### src/rtl/signal_types_pkg.sv
// Shared types for the ADC capture path: packed two-channel sample word and
// capture FSM state encoding.
package signal_types_pkg;

    localparam int ADC_W = 14;

    typedef struct packed {
        logic [ADC_W-1:0] adc_ch1;
        logic [ADC_W-1:0] adc_ch0;
    } adc_sample_t;

    typedef enum logic [1:0] {
        IDLE    = 2'd0,
        ARMED   = 2'd1,
        CAPTURE = 2'd2,
        DONE    = 2'd3
    } cap_state_t;

endpackage

### src/rtl/rise_edge_det.sv
// Single-bit rising-edge detector: registers the previous level and flags
// a low-to-high transition combinationally in the cycle it is first seen.
module rise_edge_det (
    input  logic clk,
    input  logic rst_n,
    input  logic sig_i,
    output logic rise_o
);

    logic prev_q;

    // NOTE: clocked state uses non-blocking (<=) so every register samples
    // pre-edge values; blocking here would create order-dependent races.
    always_ff @(posedge clk or negedge rst_n) begin
        if (!rst_n) begin
            prev_q <= 1'b0;
        end else begin
            prev_q <= sig_i;
        end
    end

    assign rise_o = sig_i & ~prev_q;

endmodule

### src/rtl/adc_capture_controller.sv
// Dual-channel ADC capture into a BRAM write port, ring or one-shot pass.
// Define ADC_CAP_TRIG_EN to make ARMED wait for a trig_i rising edge.
module adc_capture_controller
    import signal_types_pkg::*;
#(
    parameter int ADDR_WIDTH = 11
) (
    input  logic                  clk,
    input  logic                  rst_n,
    input  logic                  cap_en_i,
    input  logic                  cap_mode_i,
    input  logic [ADDR_WIDTH-1:0] cap_len_i,
    input  logic                  trig_i,
    input  logic                  adc_valid_i,
    input  logic [ADC_W-1:0]      adc_ch0_i,
    input  logic [ADC_W-1:0]      adc_ch1_i,
    output logic [ADDR_WIDTH-1:0] mem_addr_o,
    output logic                  mem_wr_en_o,
    output adc_sample_t           mem_data_o,
    output logic                  busy_o,
    output logic                  done_o,
    output logic [ADDR_WIDTH-1:0] wr_ptr_o
);

    cap_state_t            state_q, state_d;
    logic [ADDR_WIDTH-1:0] cnt_q, cnt_d;
    logic [ADDR_WIDTH-1:0] len_q, len_d;
    logic                  mode_q, mode_d;
    logic [ADDR_WIDTH-1:0] mem_addr_q, mem_addr_d;
    logic                  mem_wr_en_q, mem_wr_en_d;
    adc_sample_t           mem_data_q, mem_data_d;
    logic [ADDR_WIDTH-1:0] wr_ptr_q, wr_ptr_d;

    logic                  en_rise;
    logic                  trig_rise;
    logic                  arm_go;
    logic [ADDR_WIDTH-1:0] last_idx;

    rise_edge_det u_en_edge (
        .clk    (clk),
        .rst_n  (rst_n),
        .sig_i  (cap_en_i),
        .rise_o (en_rise)
    );

    rise_edge_det u_trig_edge (
        .clk    (clk),
        .rst_n  (rst_n),
        .sig_i  (trig_i),
        .rise_o (trig_rise)
    );

`ifdef ADC_CAP_TRIG_EN
    assign arm_go = trig_rise;
`else
    logic unused_trig_rise;
    assign unused_trig_rise = trig_rise;
    assign arm_go           = 1'b1;
`endif

    assign last_idx = len_q - ADDR_WIDTH'(1);

    // NOTE: every _d gets a default before the case so no path leaves a
    // signal unassigned, which would otherwise infer a latch.
    always_comb begin
        state_d     = state_q;
        cnt_d       = cnt_q;
        len_d       = len_q;
        mode_d      = mode_q;
        mem_addr_d  = mem_addr_q;
        mem_wr_en_d = 1'b0;
        mem_data_d  = mem_data_q;
        wr_ptr_d    = wr_ptr_q;

        case (state_q)
            IDLE: begin
                if (en_rise && (cap_len_i != '0)) begin
                    state_d  = ARMED;
                    len_d    = cap_len_i;
                    mode_d   = cap_mode_i;
                    cnt_d    = '0;
                    wr_ptr_d = '0;
                end
            end

            ARMED: begin
                if (!cap_en_i) begin
                    state_d = IDLE;
                end else if (arm_go) begin
                    state_d = CAPTURE;
                    cnt_d   = '0;
                end
            end

            CAPTURE: begin
                // Abort takes priority over a sample arriving in the same cycle.
                if (!cap_en_i) begin
                    state_d = IDLE;
                end else if (adc_valid_i) begin
                    mem_wr_en_d        = 1'b1;
                    mem_addr_d         = cnt_q;
                    mem_data_d.adc_ch0 = adc_ch0_i;
                    mem_data_d.adc_ch1 = adc_ch1_i;
                    wr_ptr_d           = cnt_q;
                    if (cnt_q == last_idx) begin
                        cnt_d = '0;
                        if (mode_q) begin
                            state_d = DONE;
                        end
                    end else begin
                        cnt_d = cnt_q + ADDR_WIDTH'(1);
                    end
                end
            end

            DONE: begin
                if (!cap_en_i) begin
                    state_d = IDLE;
                end
            end

            default: begin
                state_d = IDLE;
            end
        endcase
    end

    always_ff @(posedge clk or negedge rst_n) begin
        if (!rst_n) begin
            state_q     <= IDLE;
            cnt_q       <= '0;
            len_q       <= '0;
            mode_q      <= 1'b0;
            mem_addr_q  <= '0;
            mem_wr_en_q <= 1'b0;
            mem_data_q  <= '0;
            wr_ptr_q    <= '0;
        end else begin
            state_q     <= state_d;
            cnt_q       <= cnt_d;
            len_q       <= len_d;
            mode_q      <= mode_d;
            mem_addr_q  <= mem_addr_d;
            mem_wr_en_q <= mem_wr_en_d;
            mem_data_q  <= mem_data_d;
            wr_ptr_q    <= wr_ptr_d;
        end
    end

    assign mem_addr_o  = mem_addr_q;
    assign mem_wr_en_o = mem_wr_en_q;
    assign mem_data_o  = mem_data_q;
    assign wr_ptr_o    = wr_ptr_q;
    assign busy_o      = (state_q == ARMED) || (state_q == CAPTURE);
    assign done_o      = (state_q == DONE);

endmodule

### config.mk
export PLATFORM = sky130hd
export DESIGN_NAME = adc_capture_controller
export DESIGN_NICKNAME = d
export VERILOG_FILES = /design/src/rtl/signal_types_pkg.sv /design/src/rtl/rise_edge_det.sv /design/src/rtl/adc_capture_controller.sv
export SDC_FILE = /design/constraint.sdc
export NUM_CORES = 1
export LEC_CHECK = 0
export CAP_MARGIN = 30
export CORE_MARGIN = 10
export CORE_UTILIZATION = 45
export DETAILED_ROUTE_END_ITERATION = 10
export PLACE_DENSITY = 0.79
export SLEW_MARGIN = 25
export SYNTH_ARGS = -nofsm -noshare
export SYNTH_HDL_FRONTEND = slang
export SYNTH_SLANG_ARGS = --single-unit
### constraint.sdc
create_clock -name clk -period 3.2 [get_ports clk]
set_clock_uncertainty 0.15 [all_clocks]
set_input_delay 0.96 -clock clk [delete_from_list [all_inputs] [get_ports clk]]
set_output_delay 0.96 -clock clk [all_outputs]
set_load 0.02 [all_outputs]
Yosys cells after proc, flatten, opt, wreduce, memory -nomap -nowiden. Cells that the tools add are included.

Word-level logic and storage cells: 57. Output and inout port bits: 53. Register bits: 77.

Reductions and logical operators: 11. Multiplexer cells: 20. Equality and inequality tests: 12. Add/subtract/negate cells: 2. Bitwise gates (word level): 2.

Operator list (count): two-way mux 11 bit (7); case mux 11 bit (3 select lines) (1); case mux 11 bit (2 select lines) (1); two-way mux 2 bit (7); adder 11 x 1 -> 11 bit, second input constant (1); equality test 11 bit (1); nonzero test 11 bit (1); subtractor 11 x 1 -> 11 bit, second input constant (1); inequality test 2 bit, second input constant (5); AND reduction 5 bit (2); inequality test 3 bit, second input constant (3); case mux 2 bit (4 select lines) (1); equality test 2 bit, second input constant (2); AND reduction 4 bit (1); two-way mux 1 bit (3); AND reduction 3 bit (1); nonzero test 3 bit (1); equality test 2 x 1 -> 1 bit, second input constant (1); logical NOT 2 bit (1); AND reduction 2 bit (1); nonzero test 2 bit (1); AND 1 bit (1); logical AND 1 bit (1); logical OR 1 bit (1); inverter 1 bit (1).

Depth between registers and ports, before layout.
Depth after elaboration: 6. Gate-level depth with buffers: 10.

Cells and area by module. A second synthesis with hierarchy kept.

Cells, all modules: 316. Area total of the unflattened synthesis: 3716.1 um^2.

Modules (own cells, without submodules): adc_capture_controller (seq. area each 1901.8 um^2, area an instance 3677.3 um^2, times used 1, cells an instance 314); rise_edge_det (seq. area each 25.0 um^2, area an instance 38.8 um^2, times used 1, cells an instance 2).

Worst setup path before layout. OpenSTA, ideal clock, no wires.

Path kind: input to register. Start point: input port cap_len_i[6]. End point: register len_q[4]. Setup slack: 0.668 ns. Stages: 6. Data arrival time: 2.257 ns. Buffers on the path: 2. Path through: nor3_1 a311oi_1 and2_1 clkbuf_1 clkbuf_1 mux2_2.

Word-level cells in the longest chain between the ends: 3.

Ends and longest elaborated chain: start: declaration (RTL line adc_capture_controller.sv:12) `input logic [ADDR_WIDTH-1:0] cap_len_i,`; nonzero test 11 bit (RTL line adc_capture_controller.sv:77) `if (en_rise && (cap_len_i != '0)) begin`; logical AND 1 bit (RTL line adc_capture_controller.sv:77); AND reduction 2 bit (no line); end signal: assignment (RTL line adc_capture_controller.sv:141) `len_q <= len_d;`; end: declaration (RTL line adc_capture_controller.sv:27) `logic [ADDR_WIDTH-1:0] len_q, len_d;`.

No other way between the ends. A chain may end at the register's enable or synchronous reset.

Worst setup path after layout.
Start point: register state_q[0]. End point: output port busy_o.

Word-level cells in the longest chain between the ends: 2.

Ends and longest elaborated chain: start: declaration (RTL line adc_capture_controller.sv:25) `cap_state_t state_q, state_d;`; start signal: assignment (RTL line adc_capture_controller.sv:139) `state_q <= state_d;`; equality test 2 x 1 -> 1 bit / equality test 2 bit (equally long branches) (RTL line adc_capture_controller.sv:154) `assign busy_o = (state_q == ARMED) || (state_q == CAPTURE);`; logical OR 1 bit (*) (RTL line adc_capture_controller.sv:154); end: declaration (RTL line adc_capture_controller.sv:20) `output logic busy_o,`.

Every way passes the cells marked *; elsewhere a longest branch is shown, timed or not.

==> impl_metrics.json <==
{
  "final_nets": 514,
  "crit_cells": 3,
  "antenna_found_initial": 0,
  "hp-start": "mem_data_o[10]",
  "rows": 32,
  "synthCells": 363,
  "yosys-top-cells-count": "nand2_1 (128), dfrtp_1 (77), a22o_1 (17), clkbuf_1 (13), mux2_2 (12)",
  "postSynth.asyncResetShare_pct": 100,
  "initial_core_util_pct": 46.3,
  "fmax_ghz": 0.348,
  "gp_congestion": 0.785,
  "rsz0062_at_grt": "no",
  "hold_path_end": "mem_data_o[10]",
  "holdBufCountCts": 0,
  "num_vias": 2926,
  "drc": 0,
  "finalHoldViolCount": 0,
  "cp.required_ns": 2.09,
  "reg2reg_from": "len_q[4]",
  "synth_edf_count": 0,
  "dpl.hpwl_um": 6860,
  "drt_first_pass_iters": 4,
  "area.growth.synth_to_final_pct": 36.2,
  "critPathSlowestCell": "clkdlybuf4s50_1",
  "drt_iter0_drc": 89,
  "hold_ws_ns": 0.327,
  "syn-num-nets": 414,
  "crit_fanout": 4,
  "routed_via_density": 5.13,
  "hold_path_depth": 2,
  "cts_tree": "built",
  "timing.setup.tns_ns": 0,
  "fillers": 674,
  "clockRootBuffer": "clkbuf_8",
  "rr_worst_depth": 7,
  "placed_cells": 554,
  "grt_pass1_wl_um": 14700,
  "clock_latency_ns": 0.34,
  "crit_arrival_ns": 1.77,
  "synth.top_cell.area_share_pct": 53.6,
  "p_per_area_nw_per_um2": 787,
  "cp-end-kind": "primary output",
  "placed_area_um2": 4690,
  "path_delay_family": "buffers and inverters",
  "yosysTopAreaCell": "dfrtp_1",
  "power_mw": 3.85,
  "portBuffers": 96,
  "drv_cap": 0,
  "synth.area.top_cells": "dfrtp_1 (54%), nand2_1 (13%), a22o_1 (4.1%)",
  "dp_slack_ns": 0.0502,
  "die_h_um": 109,
  "period_share_pct": 89.9,
  "grt_max_degree": 42,
  "synth.distinct_cells": 51,
  "outcome": "finished clean",
  "final_util_pct": 63.0,
  "crit_path_max_incr_delay_ns": 0.62,
  "path_buf_inv": 2,
  "finalInstanceArea_um2": 4890,
  "core_area_um2": 7770,
  "critical_path.cell_chain": "inv_1, ha_1, clkdlybuf4s50_1",
  "stdcell_count": 570,
  "drive_above_1_share_pct": 10.5,
  "report.final.slew_viol_count": 0,
  "h-tree-depth": 3,
  "netlist_area_um2": 3590,
  "min_path_type": "flip-flop to flip-flop",
  "cts_resized": 0,
  "dieArea_um2": 12000,
  "max_slew_margin_pct": 63.3,
  "post_cts_buffers": 0,
  "yosys_warnings": 0,
  "timing.rr.end": "state_q[1]",
  "clock_path_buffers": 2,
  "vdd_drop_max_mv": 0.310,
  "cts_buffers": 9,
  "grtUsageTotal_pct": 15.0,
  "synthFlopType": "dfrtp_1",
  "layout_setup_ws_ns": 0.323,
  "ant_nets": 0,
  "cts.sinks": 77,
  "start_kind": "flip-flop",
  "setup_viol_count_final": 0,
  "pin_count": 98,
  "ys_ff_latch": 77,
  "worst_pin_slew_ns": 0.550,
  "avgRoutedWirePerCell_um": 15.6,
  "overflow": 0,
  "yosysMostFrequentCell": "nand2_1",
  "die_x_um": 109,
  "clk_pin_slew_ns": 0.09,
  "fin_crit_ns": 2.88,
  "r2r_slack_ns": 0.46,
  "drt-total-wl_um": 8910,
  "antenna_cells": 0,
  "first_global_vias": 3020,
  "critPathKind": "flip-flop to primary output",
  "seq_area_frac_synth_pct": 53.6,
  "leakage_nw": 2.31,
  "avgSynthCellArea_um2": 9.90
}
==> tightest hold or removal path, delay by kind of cell (launching register included) <==
kind | cells | cell delay (ns)
DFF | 1 | 0.35
and+or+nand+nor | 2 | 0.10
==> worst max path at each step <==
stage               slack (ns)    startpoint     endpoint
CTS                       0.30    state_q[0]       busy_o
global placement          0.10  cap_len_i[1]  wr_ptr_o[2]
finish                    0.32    state_q[0]       busy_o
detailed placement        0.05  cap_len_i[2]  wr_ptr_o[4]
global route              0.25      len_q[4]     cnt_q[8]
floorplan                 0.67  cap_len_i[6]     len_q[4]
==> layout by cell type (no fill, tap or decap), drive strengths merged, types with 5 or more instances in the layout <==
cell,n
clkbuf,10
nor3,6
dfrtp,77
and3,6
xnor2,5
mux2,12
clkdlybuf4s50,95
nor2b,9
buf,12
ha,6
a22o,17
o21ai,15
inv,8
nand2,128
==> kinds of logic (layout without fill, tap and decap cells) <==
family          after synthesis  after routing  synth area share [%]
simple gates                178            178                  22.9
xor+xnor                      9              9                  2.19
compound gates               55             55                  12.3
mux                          13             13                  4.04
flops                        77             77                  53.6
buf+inv                      25            130                  2.86
fa+ha+maj                     6              6                  2.09
==> layout make-up <==
type                    count  area [um2]  share of cell area, %
flip-flops and latches     77        1930                   39.4
multi-input cells         261        1560                   32.0
repair buffers            107        1040                   21.3
clock buffers              10         138                   2.81
well taps                 102         128                   2.61
clock inverters             6        71.3                   1.46
inverters                   7        26.3                  0.537
==> power breakdown <==
part           switching [mW]  internal [mW]  total [mW]
clock network           0.373          0.387       0.760
logic                   0.844          0.769        1.61
registers               0.234           1.25        1.48
==> registers in the layout (all words and copies together), names as in the netlist <==
name and count:
state_q 2, wr_ptr_o 11, mode_q 1, cnt_q 11, mem_addr_o 11, mem_data_o 28, len_q 11, u_en_edge.prev_q 1
mem_wr_en_o 1
==> routing by layer <==
metal | part of all wire, % | vias up | track usage, % | wire (um)
met3 | 6.5 | 12 | 3.98 | 581
li1 | - | 1438 | - | -
met4 | 1.2 | 0 | 4.83 | 108
met5 | 0 | - | 0 | 0
met2 | 48 | 76 | 24.8 | 4240
met1 | 45 | 1400 | 18.8 | 3980
Note: power is estimated with default switching activity, not from simulation.
